===== src/rtl/axi_lite_master_arbiter.sv =====
// axi_lite_master_arbiter
// Round-robin arbiter that lets NUM_REQ simple command requesters share one
// AXI4-Lite master port. One transaction is in flight at a time; the response
// code and read data are returned to the requester that was granted.

module axi_lite_master_arbiter #(
  parameter int unsigned NUM_REQ    = 2,
  parameter int unsigned ADDR_WIDTH = 8,
  parameter int unsigned DATA_WIDTH = 32
) (
  input  logic                              clk,
  input  logic                              rst,
  // requester command side
  input  logic [NUM_REQ-1:0]                req_valid,
  input  logic [NUM_REQ-1:0]                req_we,
  input  logic [NUM_REQ*ADDR_WIDTH-1:0]     req_addr,
  input  logic [NUM_REQ*DATA_WIDTH-1:0]     req_wdata,
  input  logic [NUM_REQ*(DATA_WIDTH/8)-1:0] req_wstrb,
  output logic [NUM_REQ-1:0]                req_ready,
  // requester response side
  output logic [NUM_REQ-1:0]                rsp_valid,
  output logic [1:0]                        rsp_resp,
  output logic [DATA_WIDTH-1:0]             rsp_rdata,
  output logic                              busy,
  // AXI4-Lite write address
  output logic [ADDR_WIDTH-1:0]             m_axi_awaddr,
  output logic                              m_axi_awvalid,
  input  logic                              m_axi_awready,
  // AXI4-Lite write data
  output logic [DATA_WIDTH-1:0]             m_axi_wdata,
  output logic [DATA_WIDTH/8-1:0]           m_axi_wstrb,
  output logic                              m_axi_wvalid,
  input  logic                              m_axi_wready,
  // AXI4-Lite write response
  input  logic [1:0]                        m_axi_bresp,
  input  logic                              m_axi_bvalid,
  output logic                              m_axi_bready,
  // AXI4-Lite read address
  output logic [ADDR_WIDTH-1:0]             m_axi_araddr,
  output logic                              m_axi_arvalid,
  input  logic                              m_axi_arready,
  // AXI4-Lite read data
  input  logic [DATA_WIDTH-1:0]             m_axi_rdata,
  input  logic [1:0]                        m_axi_rresp,
  input  logic                              m_axi_rvalid,
  output logic                              m_axi_rready
);

  localparam int unsigned STRB_WIDTH = DATA_WIDTH / 8;
  localparam int unsigned IDX_WIDTH  = (NUM_REQ > 1) ? $clog2(NUM_REQ) : 1;

  typedef enum logic [2:0] {
    S_IDLE = 3'd0,
    S_WR   = 3'd1,
    S_WR_B = 3'd2,
    S_RD_A = 3'd3,
    S_RD_R = 3'd4,
    S_RESP = 3'd5
  } state_t;

  // state and registered outputs
  state_t                  r_state;
  logic [IDX_WIDTH-1:0]    r_ptr;
  logic [IDX_WIDTH-1:0]    r_gnt;
  logic [ADDR_WIDTH-1:0]   r_addr;
  logic [DATA_WIDTH-1:0]   r_wdata;
  logic [STRB_WIDTH-1:0]   r_wstrb;
  logic                    r_awvalid;
  logic                    r_wvalid;
  logic                    r_arvalid;
  logic                    r_bready;
  logic                    r_rready;
  logic [NUM_REQ-1:0]      r_rsp_valid;
  logic [1:0]              r_rsp_resp;
  logic [DATA_WIDTH-1:0]   r_rsp_rdata;
  logic                    r_busy;

  // combinational next values
  state_t                  w_state_nxt;
  logic                    w_any;
  logic [IDX_WIDTH-1:0]    w_sel;
  logic                    w_ld_cmd;
  logic                    w_ld_b;
  logic                    w_ld_r;
  logic                    w_awvalid_nxt;
  logic                    w_wvalid_nxt;
  logic                    w_arvalid_nxt;
  logic                    w_bready_nxt;
  logic                    w_rready_nxt;
  logic [NUM_REQ-1:0]      w_rsp_valid_nxt;

  // Round-robin pick: first valid requester above the pointer, wrapping.
  // Scanning downward and overwriting leaves the nearest candidate in w_sel.
  always_comb begin
    w_any = 1'b0;
    w_sel = '0;
    for (int unsigned k = NUM_REQ; k >= 1; k--) begin
      if (req_valid[IDX_WIDTH'((32'(r_ptr) + k) % NUM_REQ)]) begin
        w_any = 1'b1;
        w_sel = IDX_WIDTH'((32'(r_ptr) + k) % NUM_REQ);
      end
    end
  end

  // Next-state, grant pulse and next values of the channel controls.
  always_comb begin
    w_state_nxt     = r_state;
    w_ld_cmd        = 1'b0;
    w_ld_b          = 1'b0;
    w_ld_r          = 1'b0;
    w_awvalid_nxt   = r_awvalid;
    w_wvalid_nxt    = r_wvalid;
    w_arvalid_nxt   = r_arvalid;
    w_bready_nxt    = 1'b0;
    w_rready_nxt    = 1'b0;
    w_rsp_valid_nxt = '0;
    req_ready       = '0;

    case (r_state)
      S_IDLE: begin
        if (w_any) begin
          req_ready[w_sel] = 1'b1;
          w_ld_cmd         = 1'b1;
          if (req_we[w_sel]) begin
            w_state_nxt   = S_WR;
            w_awvalid_nxt = 1'b1;
            w_wvalid_nxt  = 1'b1;
          end else begin
            w_state_nxt   = S_RD_A;
            w_arvalid_nxt = 1'b1;
          end
        end
      end

      // AW and W complete independently; leave once both have handshaken
      S_WR: begin
        w_awvalid_nxt = r_awvalid & ~m_axi_awready;
        w_wvalid_nxt  = r_wvalid & ~m_axi_wready;
        if (!w_awvalid_nxt && !w_wvalid_nxt) begin
          w_state_nxt  = S_WR_B;
          w_bready_nxt = 1'b1;
        end
      end

      S_WR_B: begin
        w_bready_nxt = 1'b1;
        if (m_axi_bvalid) begin
          w_ld_b                 = 1'b1;
          w_bready_nxt           = 1'b0;
          w_rsp_valid_nxt[r_gnt] = 1'b1;
          w_state_nxt            = S_RESP;
        end
      end

      S_RD_A: begin
        w_arvalid_nxt = r_arvalid & ~m_axi_arready;
        if (!w_arvalid_nxt) begin
          w_state_nxt  = S_RD_R;
          w_rready_nxt = 1'b1;
        end
      end

      S_RD_R: begin
        w_rready_nxt = 1'b1;
        if (m_axi_rvalid) begin
          w_ld_r                 = 1'b1;
          w_rready_nxt           = 1'b0;
          w_rsp_valid_nxt[r_gnt] = 1'b1;
          w_state_nxt            = S_RESP;
        end
      end

      S_RESP: begin
        w_state_nxt = S_IDLE;
      end

      default: begin
        w_state_nxt = S_IDLE;
      end
    endcase
  end

  // State register.
  always_ff @(posedge clk or posedge rst) begin
    if (rst) begin
      r_state <= S_IDLE;
    end else begin
      r_state <= w_state_nxt;
    end
  end

  // Channel handshake controls and busy flag; reset drops them immediately.
  always_ff @(posedge clk or posedge rst) begin
    if (rst) begin
      r_awvalid   <= 1'b0;
      r_wvalid    <= 1'b0;
      r_arvalid   <= 1'b0;
      r_bready    <= 1'b0;
      r_rready    <= 1'b0;
      r_rsp_valid <= '0;
      r_busy      <= 1'b0;
    end else begin
      r_awvalid   <= w_awvalid_nxt;
      r_wvalid    <= w_wvalid_nxt;
      r_arvalid   <= w_arvalid_nxt;
      r_bready    <= w_bready_nxt;
      r_rready    <= w_rready_nxt;
      r_rsp_valid <= w_rsp_valid_nxt;
      r_busy      <= (w_state_nxt != S_IDLE);
    end
  end

  // Command capture at grant; fields stay stable for the whole transaction.
  always_ff @(posedge clk or posedge rst) begin
    if (rst) begin
      r_ptr   <= IDX_WIDTH'(NUM_REQ - 1);
      r_gnt   <= '0;
      r_addr  <= '0;
      r_wdata <= '0;
      r_wstrb <= '0;
    end else if (w_ld_cmd) begin
      r_ptr   <= w_sel;
      r_gnt   <= w_sel;
      r_addr  <= req_addr[32'(w_sel) * ADDR_WIDTH +: ADDR_WIDTH];
      r_wdata <= req_wdata[32'(w_sel) * DATA_WIDTH +: DATA_WIDTH];
      r_wstrb <= req_wstrb[32'(w_sel) * STRB_WIDTH +: STRB_WIDTH];
    end
  end

  // Response capture; holds until the next completed transaction.
  always_ff @(posedge clk or posedge rst) begin
    if (rst) begin
      r_rsp_resp  <= 2'b00;
      r_rsp_rdata <= '0;
    end else if (w_ld_b) begin
      r_rsp_resp  <= m_axi_bresp;
      r_rsp_rdata <= '0;
    end else if (w_ld_r) begin
      r_rsp_resp  <= m_axi_rresp;
      r_rsp_rdata <= m_axi_rdata;
    end
  end

  assign rsp_valid     = r_rsp_valid;
  assign rsp_resp      = r_rsp_resp;
  assign rsp_rdata     = r_rsp_rdata;
  assign busy          = r_busy;
  assign m_axi_awaddr  = r_addr;
  assign m_axi_awvalid = r_awvalid;
  assign m_axi_wdata   = r_wdata;
  assign m_axi_wstrb   = r_wstrb;
  assign m_axi_wvalid  = r_wvalid;
  assign m_axi_bready  = r_bready;
  assign m_axi_araddr  = r_addr;
  assign m_axi_arvalid = r_arvalid;
  assign m_axi_rready  = r_rready;

endmodule


===== config.mk =====
export PLATFORM = sky130hd
export DESIGN_NAME = axi_lite_master_arbiter
export DESIGN_NICKNAME = d
export VERILOG_FILES = /design/src/rtl/axi_lite_master_arbiter.sv
export SDC_FILE = /design/constraint.sdc
export NUM_CORES = 1
export LEC_CHECK = 0
export ABC_AREA = 1
export BUFFER_PORTS_ARGS = -buffer_cell sky130_fd_sc_hd__buf_2
export CORE_MARGIN = 2
export CORE_UTILIZATION = 45
export CTS_BUF_LIST = sky130_fd_sc_hd__clkbuf_2 sky130_fd_sc_hd__clkbuf_4 sky130_fd_sc_hd__clkbuf_8
export CTS_CLUSTER_DIAMETER = 40
export DETAILED_ROUTE_END_ITERATION = 6
export PLACE_DENSITY = 0.9
export RECOVER_POWER = 50
export SLEW_MARGIN = 20
export SYNTH_ARGS = -nofsm -noshare
export SYNTH_HDL_FRONTEND = slang
export SYNTH_SLANG_ARGS = --single-unit

===== constraint.sdc =====
create_clock -name clk -period 5.1 [get_ports clk]
set_input_delay 0.255 -clock clk [delete_from_list [all_inputs] [get_ports clk]]
set_output_delay 0.255 -clock clk [all_outputs]
set_load 0.005 [all_outputs]

==> results_dict.tcl, run 1 <==
set metrics [dict create \
    worst_hold_slack_ps 139 \
    cts.path.max_buffers 2 \
    final_nets 831 \
    synthTopCellsByCount "nand2_1, nor2_1, dfrtp_1" \
    core_mm2 0.00964 \
    register_area_mm2 0.00228 \
    synth_top_area_share_pct 51.2 \
    hold-path-cell-count 3 \
    syn_avg_cell_area_um2 8.99 \
    slowest_delay_ps 1910 \
    die_x_um 103 \
    drv_cap 2 \
    grt_pass1_vias 3753 \
    antenna_left 0 \
    rsz0062_at_grt "false" \
    via_count 4065 \
    hpwl_um 8740 \
    path_clk_slew_ps 90 \
    synthArstFlopShare_pct 100 \
    synthTopCellsByArea "dfrtp_1, nand2_1, o31ai_2" \
    synth_xor_xnor_area_share_pct 0 \
    status "complete, but fails checks" \
    gp_congestion 0.804 \
    postCtsSetupRepairBufs 0 \
    final_layout_size_suffix_gt1_share_pct 33.0 \
    worst-r2r-cell-count 5 \
    initial_core_util_pct 45.6 \
    critPathLaunchType "input port" \
    ir_worst_vdd_v 0.000284 \
    synthAdderAreaFrac_pct 0 \
    crit_required_ps 5010 \
    fmax_ghz 0.288 \
    synth_top_family_by_area "simple AND/OR/NAND/NOR gates" \
    wire_per_inst_um 14.3 \
    cts_hold_buf 0 \
    drc_errors 0 \
    cts.htree.levels 3 \
    syn-num-nets 624 \
    hp-class "in -> reg" \
    root_buffer "clkbuf_8" \
    setup_violations 0 \
    cp_cell_sequence "buf_2, clkinvlp_2, clkbuf_1" \
    n_fill_cell 961 \
    area_growth_pct 26.6 \
    grt_max_degree 59 \
    synth_cell_types 26 \
    viasPerCell 4.89 \
    antenna_cells 0 \
    synth_compound_area_share_pct 12.7 \
    worst_pin_slew_ps 2570 \
    clk_latency_ps 350 \
    cp.arrival_ps 3370 \
    yosysWarnings 0 \
    grt_pass1_wl_um 17700 \
    cts_buffers 9 \
    die-area_mm2 0.0106 \
    synth-edff-count 0 \
    cts_resized 0 \
    power.leakage_nw 2.97 \
    post-route-period-util_pct 68.0 \
    mappedNetlistArea_mm2 0.00440 \
    yosysTopAreaCell "dfrtp_1" \
    fp-row-count 36 \
    drtIter0Drc 176 \
    io_buffers 230 \
    synth_ff_type "dfrtp_1" \
    critical_path_peak_fanout 48 \
    final_max_slew_viol_count 94 \
    max-slew-margin-rel_pct -71.4 \
    grt-ovfl-total 0 \
    preCtsSetupSlack_ps 2230 \
    drt_first_pass_iters 5 \
    synth_most_common_cell "nand2_1" \
    routed_wl_um 11900 \
    antenna_found_initial 0 \
    yosys-mux-area-fraction_pct 0 \
    fin_util_pct 57.8 \
    netlist_instances 489 \
    ys_seq_elements 91 \
    multi_input_area_mm2 0.00176 \
    power_density_mw_per_mm2 546 \
    tritoncts "yes" \
    skew_ps 13.0 \
    io_pins 231 \
    violations "max-capacitance violations, max-slew violations" \
    end_kind "async pin" \
    crit_type "in -> async" \
    clock_sinks 91 \
    die_height_um 103 \
    worst_slack_ps 1630 \
    synthSimpleGateAreaFrac_pct 27.1 \
    critical_path.slowest_cell "clkbuf_1" \
    grtUsageTotal_pct 21.5 \
    min_period_ps 3470 \
    final_hold_viol_count 0 \
    ys_seq_area_share_pct 51.8 \
    fin_setup_tns_ps 0 \
]
[power by group]
group	switching [mW]	internal, mW
clock	0.247	0.235
sequential	0.196	1.05
combinational	0.799	0.512
[state kept, by name, indices dropped and copies added, names as in the netlist, 2 cells and up]
signal	cells
m_axi_araddr	8
m_axi_wdata	32
m_axi_wstrb	4
r_state	3
rsp_rdata	32
rsp_resp	2
rsp_valid	2
[stage by stage]
step | total power [mW] | instance area, µm² | std cells
global placement | 2.57 | 5470 | 818
detailed placement | 2.63 | 5470 | 818
finish | 3.04 | 5570 | 832
floorplan | 2.17 | 4400 | 489
global route | 3.30 | 5570 | 832
CTS | 3.13 | 5660 | 832
[critical path, delay by kind of cell]
| family | cells | cell delay (ps) |
|---|---|---|
| buffers and inverters | 3 | 3090 |
[per-layer routing]
layer,track usage [%],vias up,routed length (µm)
met1,27.6,1919,4930
met5,0,-,0
li1,-,1971,-
met2,36.3,141,6040
met3,3.53,34,550
met4,9.11,0,374
[final timing paths]
path / startpoint / endpoint / slack (ps)
min in group asynchronous: rst / rsp_rdata[16] / 390
worst max register to register: r_ptr / m_axi_wdata[21] / 2410
worst min-delay path: m_axi_rdata[0] / rsp_rdata[0] / 140
worst max-delay path: rst / m_axi_wdata[11] / 1630
max in group clk: r_ptr / req_ready[1] / 1910
worst min register to register: r_gnt / rsp_valid[0] / 440
[cell type report]
class | instances | area share, %
clock buffers | 10 | 2.47
flip-flops and latches | 91 | 40.9
multi-input cells | 336 | 31.6
repair buffers | 232 | 19.2
well taps | 133 | 2.99
inverters | 26 | 1.89
clock inverters | 4 | 0.944
[cells in the final DEF, fill, tap and decap left out]
master	count
o31ai_1	9
clkinv_2	1
inv_1	20
clkbuf_8	10
inv_2	3
bufinv_16	1
and2_1	1
o22ai_1	2
nor2_1	102
buf_1	1
dfrtp_1	90
o21ai_0	3
nand2_2	7
dfstp_2	1
clkinvlp_4	3
a21oi_1	5
clkbuf_1	73
nor2_2	3
nand3_1	41
nor2_8	1
o31ai_2	35
nor2_4	1
buf_2	157
buf_4	1
nand2_1	121
nand2_4	5
inv_6	1
clkinvlp_2	1
[cell families after synthesis]
logic type | count (synthesis)
buf+inv | 62
simple gates | 282
compound gates | 54
flops | 91
(Power assumes the default switching activity.)
==> inputs of run 2 (changes only) <==
--- a/config.mk
+++ b/config.mk
@@ -5,14 +5,14 @@
 export SDC_FILE = /design/constraint.sdc
 export NUM_CORES = 1
 export LEC_CHECK = 0
-export ABC_AREA = 1
+export ABC_AREA = 0
 export BUFFER_PORTS_ARGS = -buffer_cell sky130_fd_sc_hd__buf_2
 export CORE_MARGIN = 2
 export CORE_UTILIZATION = 45
 export CTS_BUF_LIST = sky130_fd_sc_hd__clkbuf_2 sky130_fd_sc_hd__clkbuf_4 sky130_fd_sc_hd__clkbuf_8
 export CTS_CLUSTER_DIAMETER = 40
 export DETAILED_ROUTE_END_ITERATION = 6
-export PLACE_DENSITY = 0.9
+export PLACE_DENSITY = 0.92
 export RECOVER_POWER = 50
 export SLEW_MARGIN = 20
 export SYNTH_ARGS = -nofsm -noshare
==> constraint.sdc (replaced) <==
create_clock -name clk -period 3.4 [get_ports clk]
set_input_delay 0.17 -clock clk [delete_from_list [all_inputs] [get_ports clk]]
set_output_delay 0.17 -clock clk [all_outputs]
set_load 0.005 [all_outputs]
==> run 2 against run 1 <==
Effect of this change:
- the run now ends clean
- global-route usage increased by 0.26 points
- register-to-register slack lost 1000 ps
- wire length is 11% lower
- cell count is 19% lower
- sequential cell count unchanged
- sequential share of layout area is 2.4 points higher
- synthesized area decreased by 11%
- clock skew grew 1.4 ps
- largest cell class unchanged
- hold slack worse by 99 ps
- sequential power increased by 51%
- count of clock-buffer cells in the layout shrank 1
- non-clock buffer count is 2 higher
==> results_dict.tcl, run 2 <==
set metrics [dict create \
    cp.arrival_ps 1920 \
    critPathLaunch "r_state[0]" \
    ir_worst_vdd_v 0.000370 \
    initial_core_util_pct 45.8 \
    worst-r2r-cell-count 5 \
    grt_pass1_vias 3446 \
    crit_required_ps 3230 \
    io_buffers 230 \
    preCtsSetupSlack_ps 1380 \
    final_layout_size_suffix_gt1_share_pct 40.3 \
    final_max_slew_viol_count 0 \
    fp-row-count 34 \
    syn_avg_cell_area_um2 11.3 \
    drt_first_pass_iters 4 \
    path_clk_slew_ps 90 \
    synth_cell_types 33 \
    drc_errors 0 \
    antenna_found_initial 2 \
    clock_sinks 91 \
    drtIter0Drc 69 \
    register_area_mm2 0.00228 \
    final_common_cell "buf_2" \
    endpoint "req_ready[0]" \
    postCtsSetupRepairBufs 0 \
    cts_hold_buf 1 \
    gp_congestion 0.854 \
    core_mm2 0.00859 \
    status "completed" \
    synth_top_area_share_pct 57.2 \
    grt_max_degree 92 \
    worst_hold_slack_ps 40.5 \
    fin_util_pct 61.1 \
    cts_buffers 9 \
    grt_pass1_wl_um 16800 \
    viasPerCell 5.21 \
    routed_wl_um 10600 \
    wire_per_inst_um 15.7 \
    mostFrequentLayoutCells "buf_2, dfrtp_1, nand2_1" \
    synthTopCellsByArea "dfrtp_1, mux2i_1, a22o_1" \
    cts.path.max_buffers 2 \
    antenna_left 0 \
    ys_seq_elements 91 \
    drv_cap 0 \
    power_density_mw_per_mm2 813 \
    setup_violations 0 \
    synthArstFlopShare_pct 100 \
    cts.htree.levels 3 \
    cts_resized 0 \
    hpwl_um 7890 \
    netlist_instances 348 \
    mappedNetlistArea_mm2 0.00394 \
    critical_path_peak_fanout 41 \
    clk_latency_ps 350 \
    min_period_ps 2090 \
    die_x_um 97.5 \
    critPathLaunchType "flip-flop" \
    synth_ff_type "dfrtp_1" \
    io_pins 231 \
    place_area_mm2 0.00508 \
    yosysTopAreaCell "dfrtp_1" \
    final_nets 696 \
    max-slew-margin-rel_pct 36.8 \
    skew_ps 14.4 \
    crit_type "reg -> out" \
    n_fill_cell 722 \
    r2r_start "r_state[0]" \
    via_count 3509 \
    ys_seq_area_share_pct 57.9 \
    rr_endpoint "m_axi_wstrb[0]" \
    power.leakage_nw 2.81 \
    dp.cells 657 \
    syn-num-nets 483 \
    fin_cells 674 \
    r2r_setup_slack_ps 1370 \
    grtUsageTotal_pct 21.8 \
    tritoncts "yes" \
    end_kind "output pin" \
    die_height_um 97.5 \
    fin_setup_tns_ps 0 \
    synthTopCellsByCount "dfrtp_1, nand2_1, mux2i_1" \
    multi_input_area_mm2 0.00144 \
    post-route-period-util_pct 61.5 \
    synth-edff-count 0 \
    rsz0062_at_grt "false" \
    area_growth_pct 33.5 \
    yosysWarnings 0 \
    stdcell_area_mm2 0.00525 \
    total_power_mw 4.27 \
    hp-class "in -> reg" \
    worst_slack_ps 1310 \
    worst_pin_slew_ps 945 \
    die-area_mm2 0.00951 \
    final_hold_viol_count 0 \
    antenna_cells 0 \
    synth_most_common_cell "dfrtp_1" \
    root_buffer "clkbuf_8" \
    fmax_ghz 0.479 \
    grt-ovfl-total 0 \
]
run 2: cell types whose count changed after synthesis, moves of 4 or more:
| cell | change |
|---|---|
| nor2_1 | -96 |
| nand2_1 | -73 |
| mux2i_1 | +46 |
| nand3_1 | -37 |
| o31ai_2 | -35 |
| a22o_1 | +32 |
| o21ai_1 | +31 |
| o21ai_0 | +16 |
| inv_1 | -13 |
| o31ai_1 | -9 |
| nand2_2 | -7 |
| nand2_4 | -4 |
run 2: report_power, final:
group	switching [mW]	leakage, nW	internal, mW
registers	0.302	1.15	1.58
clock network	0.384	0.0950	0.338
logic	0.876	1.56	0.789
run 2: logic make-up (layout without fill, tap and decap cells):
| kind of cell | after synthesis | after routing | synth area share [%] |
|---|---|---|---|
| muxes | 46 | 46 | 11.7 |
| DFF | 91 | 91 | 57.9 |
| AOI/OAI and AO/OA | 95 | 95 | 15.5 |
| and+or+nand+nor | 76 | 76 | 8.78 |
| buffers and inverters | 40 | 258 | 6.07 |
run 2: final cells by class:
cell class | count | share of cell area [%]
sequential | 91 | 43.4
tap | 108 | 2.57
inverter | 8 | 0.595
clock inverter | 7 | 1.31
clock buffer | 9 | 2.36
timing repair buffer | 234 | 22.3
multi-input combinational | 217 | 27.5
run 2: critical path, stage by stage, from the launching register on:
cell,delay (ps)
dfrtp_1,520
nor3_2,390
o21ai_4,360
nor2_1,180
buf_2,120
run 2: worst min-delay path by stage:
stage               startpoint             to  slack [ps]  depth (start not counted)
2_1_floorplan     req_valid[0]          r_ptr         240                          1
3_3_place_gp               rst   rsp_valid[1]         310                          3
3_5_place_dp               rst   rsp_rdata[7]         320                          3
4_1_cts         m_axi_rdata[5]   rsp_rdata[5]          20                          2
5_1_grt        m_axi_rdata[10]  rsp_rdata[10]          20                          2
6_report        m_axi_rdata[5]   rsp_rdata[5]          40                          2
run 2: routing by layer:
metal	vias up	routed length, µm	GRT usage (%)
met1	1663	3960	25.8
li1	1647	-	-
met2	176	5300	36.7
met5	-	13	0
met3	21	1090	7.99
met4	2	192	7.48
==> inputs of run 3 (changes only) <==
--- a/config.mk
+++ b/config.mk
@@ -5,14 +5,14 @@
 export SDC_FILE = /design/constraint.sdc
 export NUM_CORES = 1
 export LEC_CHECK = 0
-export ABC_AREA = 0
+export ABC_AREA = 1
 export BUFFER_PORTS_ARGS = -buffer_cell sky130_fd_sc_hd__buf_2
 export CORE_MARGIN = 2
 export CORE_UTILIZATION = 45
 export CTS_BUF_LIST = sky130_fd_sc_hd__clkbuf_2 sky130_fd_sc_hd__clkbuf_4 sky130_fd_sc_hd__clkbuf_8
 export CTS_CLUSTER_DIAMETER = 40
 export DETAILED_ROUTE_END_ITERATION = 6
-export PLACE_DENSITY = 0.92
+export PLACE_DENSITY = 0.9
 export RECOVER_POWER = 50
 export SLEW_MARGIN = 20
 export SYNTH_ARGS = -nofsm -noshare
==> constraint.sdc (replaced) <==
create_clock -name clk -period 2.15 [get_ports clk]
set_input_delay 0.1075 -clock clk [delete_from_list [all_inputs] [get_ports clk]]
set_output_delay 0.1075 -clock clk [all_outputs]
set_load 0.005 [all_outputs]
==> run 3 against run 2 <==
Effect of this change:
- setup slack worse by 1100 ps
- largest power group is now combinational cells
- count of clock-buffer cells in the layout up 2
- register-to-register slack lost 940 ps
- largest cell class unchanged
- sequential power increased by 57%
- first-iteration DRC count rose by 140%
- critical path depth is 2 higher
- sequential cell count is the same
- die area rose by 11%
- sequential share of layout area is 5.6 points lower
==> results_dict.tcl, run 3 (synthesized netlist as in run 1, its figures left out) <==
set metrics [dict create \
    grtUsageTotal_pct 22.9 \
    critPathLaunchType "flip-flop" \
    status "completed" \
    setup_violations 0 \
    final_nets 868 \
    fin_setup_tns_ps 0 \
    postCtsSetupRepairBufs 0 \
    io_pins 231 \
    r2r_setup_slack_ps 430 \
    die_height_um 103 \
    end_kind "output pin" \
    skew_ps 12.9 \
    via_count 4274 \
    clock_sinks 91 \
    fp-row-count 36 \
    final_common_cell "buf_2" \
    die_x_um 103 \
    met1_usage_pct 28.0 \
    crit_type "reg -> out" \
    drc_errors 0 \
    min_period_ps 1980 \
    grt_max_degree 92 \
    grt_pass1_vias 3865 \
    fin_cells 872 \
    crit_required_ps 2040 \
    mostFrequentLayoutCells "buf_2, nand2_1, nor2_1" \
    hp-class "in -> reg" \
    area_growth_pct 37.1 \
    drv_cap 0 \
    max-slew-margin-rel_pct 18.7 \
    io_buffers 230 \
    post-route-period-util_pct 91.9 \
    grt-busiest-layer "met2" \
    tritoncts "yes" \
    gp_congestion 0.824 \
    final_hold_viol_count 0 \
    grt_pass1_wl_um 18800 \
    hpwl_um 8590 \
    viasPerCell 4.90 \
    ir_worst_vdd_v 0.000558 \
    routed_wl_um 12900 \
    drtIter0Drc 163 \
    drt_first_pass_iters 5 \
    critPathLaunch "r_ptr" \
    preCtsSetupSlack_ps 456 \
    endpoint "req_ready[0]" \
    rsz0062_at_grt "false" \
    worst-r2r-cell-count 6 \
    root_buffer "clkbuf_8" \
    dp.cells 823 \
    critical_path_peak_fanout 45 \
    r2r_start "r_ptr" \
    die-area_mm2 0.0106 \
    final_max_slew_viol_count 0 \
    cts_buffers 9 \
    wire_per_inst_um 14.8 \
    grt-ovfl-total 0 \
    core_mm2 0.00964 \
    final_layout_size_suffix_gt1_share_pct 37.4 \
    fmax_ghz 0.506 \
    cts.htree.levels 3 \
    worst_pin_slew_ps 1220 \
    clk_latency_ps 350 \
    cp.arrival_ps 1870 \
    antenna_found_initial 0 \
    rr_endpoint "m_axi_wdata[19]" \
    grt_use_met3_pct 5.15 \
    antenna_left 0 \
    path_clk_slew_ps 100 \
    worst_slack_ps 175 \
    power.leakage_nw 3.27 \
    power_density_mw_per_mm2 1240 \
    grt_use_met2_pct 38.9 \
    initial_core_util_pct 45.6 \
    cts.path.max_buffers 2 \
]
==> run 3: cell types whose count changed in the layout (fill, tap and decap cells not counted), sizes merged, moves of 17 or more <==
cell         before  now
inv               7   24
a22o             32    0
nand2            49  134
mux2i            46    0
nand3             4   41
nor2              6  107
o21ai            50    3
dlygate4sd3       1   31
o31ai             0   44
==> run 3: metrics by stage <==
stage	hold slack, ps	instance area [µm²]	util, %	power, mW
after CTS	2.11	6060	62.9	7.52
after detailed placement	295	5560	57.7	6.35
after global routing	14.3	6030	62.5	8.10
after global placement	283	5560	57.7	6.21
after floorplan	253	4400	-	5.15
final	14.8	6030	62.6	7.48
==> run 3: critical path, cell delays in order (launching register included) <==
cell and delay (ps):
dfstp_2 550, nand2_1 100, nand2_2 200, clkinv_2 90, buf_4 280, nor2_1 160, buf_2 130
==> run 3: how the worst min path moves through the flow <==
stage	slack, ps	from	depth (start not counted)	endpoint
2_1_floorplan	250	m_axi_rdata[29]	2	rsp_rdata[29]
3_3_place_gp	280	rst	3	rsp_rdata[9]
3_5_place_dp	300	rst	3	rsp_rdata[13]
4_1_cts	2	m_axi_rdata[13]	3	rsp_rdata[13]
5_1_grt	10	m_axi_rdata[19]	3	rsp_rdata[19]
6_report	10	m_axi_rdata[19]	3	rsp_rdata[19]
==> run 3: routing by layer <==
| metal | share of wire (%) | up-vias |
|---|---|---|
| li1 | - | 2051 |
| met1 | 39 | 2032 |
| met2 | 52 | 153 |
| met3 | 5.9 | 38 |
| met4 | 3.3 | 0 |
| met5 | 0 | - |
==> run 3: timing repair <==
item	in CTS	in global routing
hold buffers	31	0
resized for setup	0	2
endpoints found under the hold margin	120	0
endpoints found under the setup margin	0	1
==> run 3: layout make-up <==
| class | count | area, µm² |
|---|---|---|
| Antenna cell | 1 | 2.50 |
| Clock buffer | 11 | 151 |
| Clock inverter | 5 | 37.5 |
| Fill cell | 837 | 3610 |
| Inverter | 26 | 108 |
| Multi-Input combinational cell | 337 | 1780 |
| Sequential cell | 91 | 2280 |
| Tap cell | 133 | 166 |
| Timing Repair Buffer | 268 | 1500 |
==> run 3: power breakdown <==
part	internal [mW]	switching [mW]
Clock	0.486	0.607
Sequential	2.49	0.474
Combinational	1.43	2.00
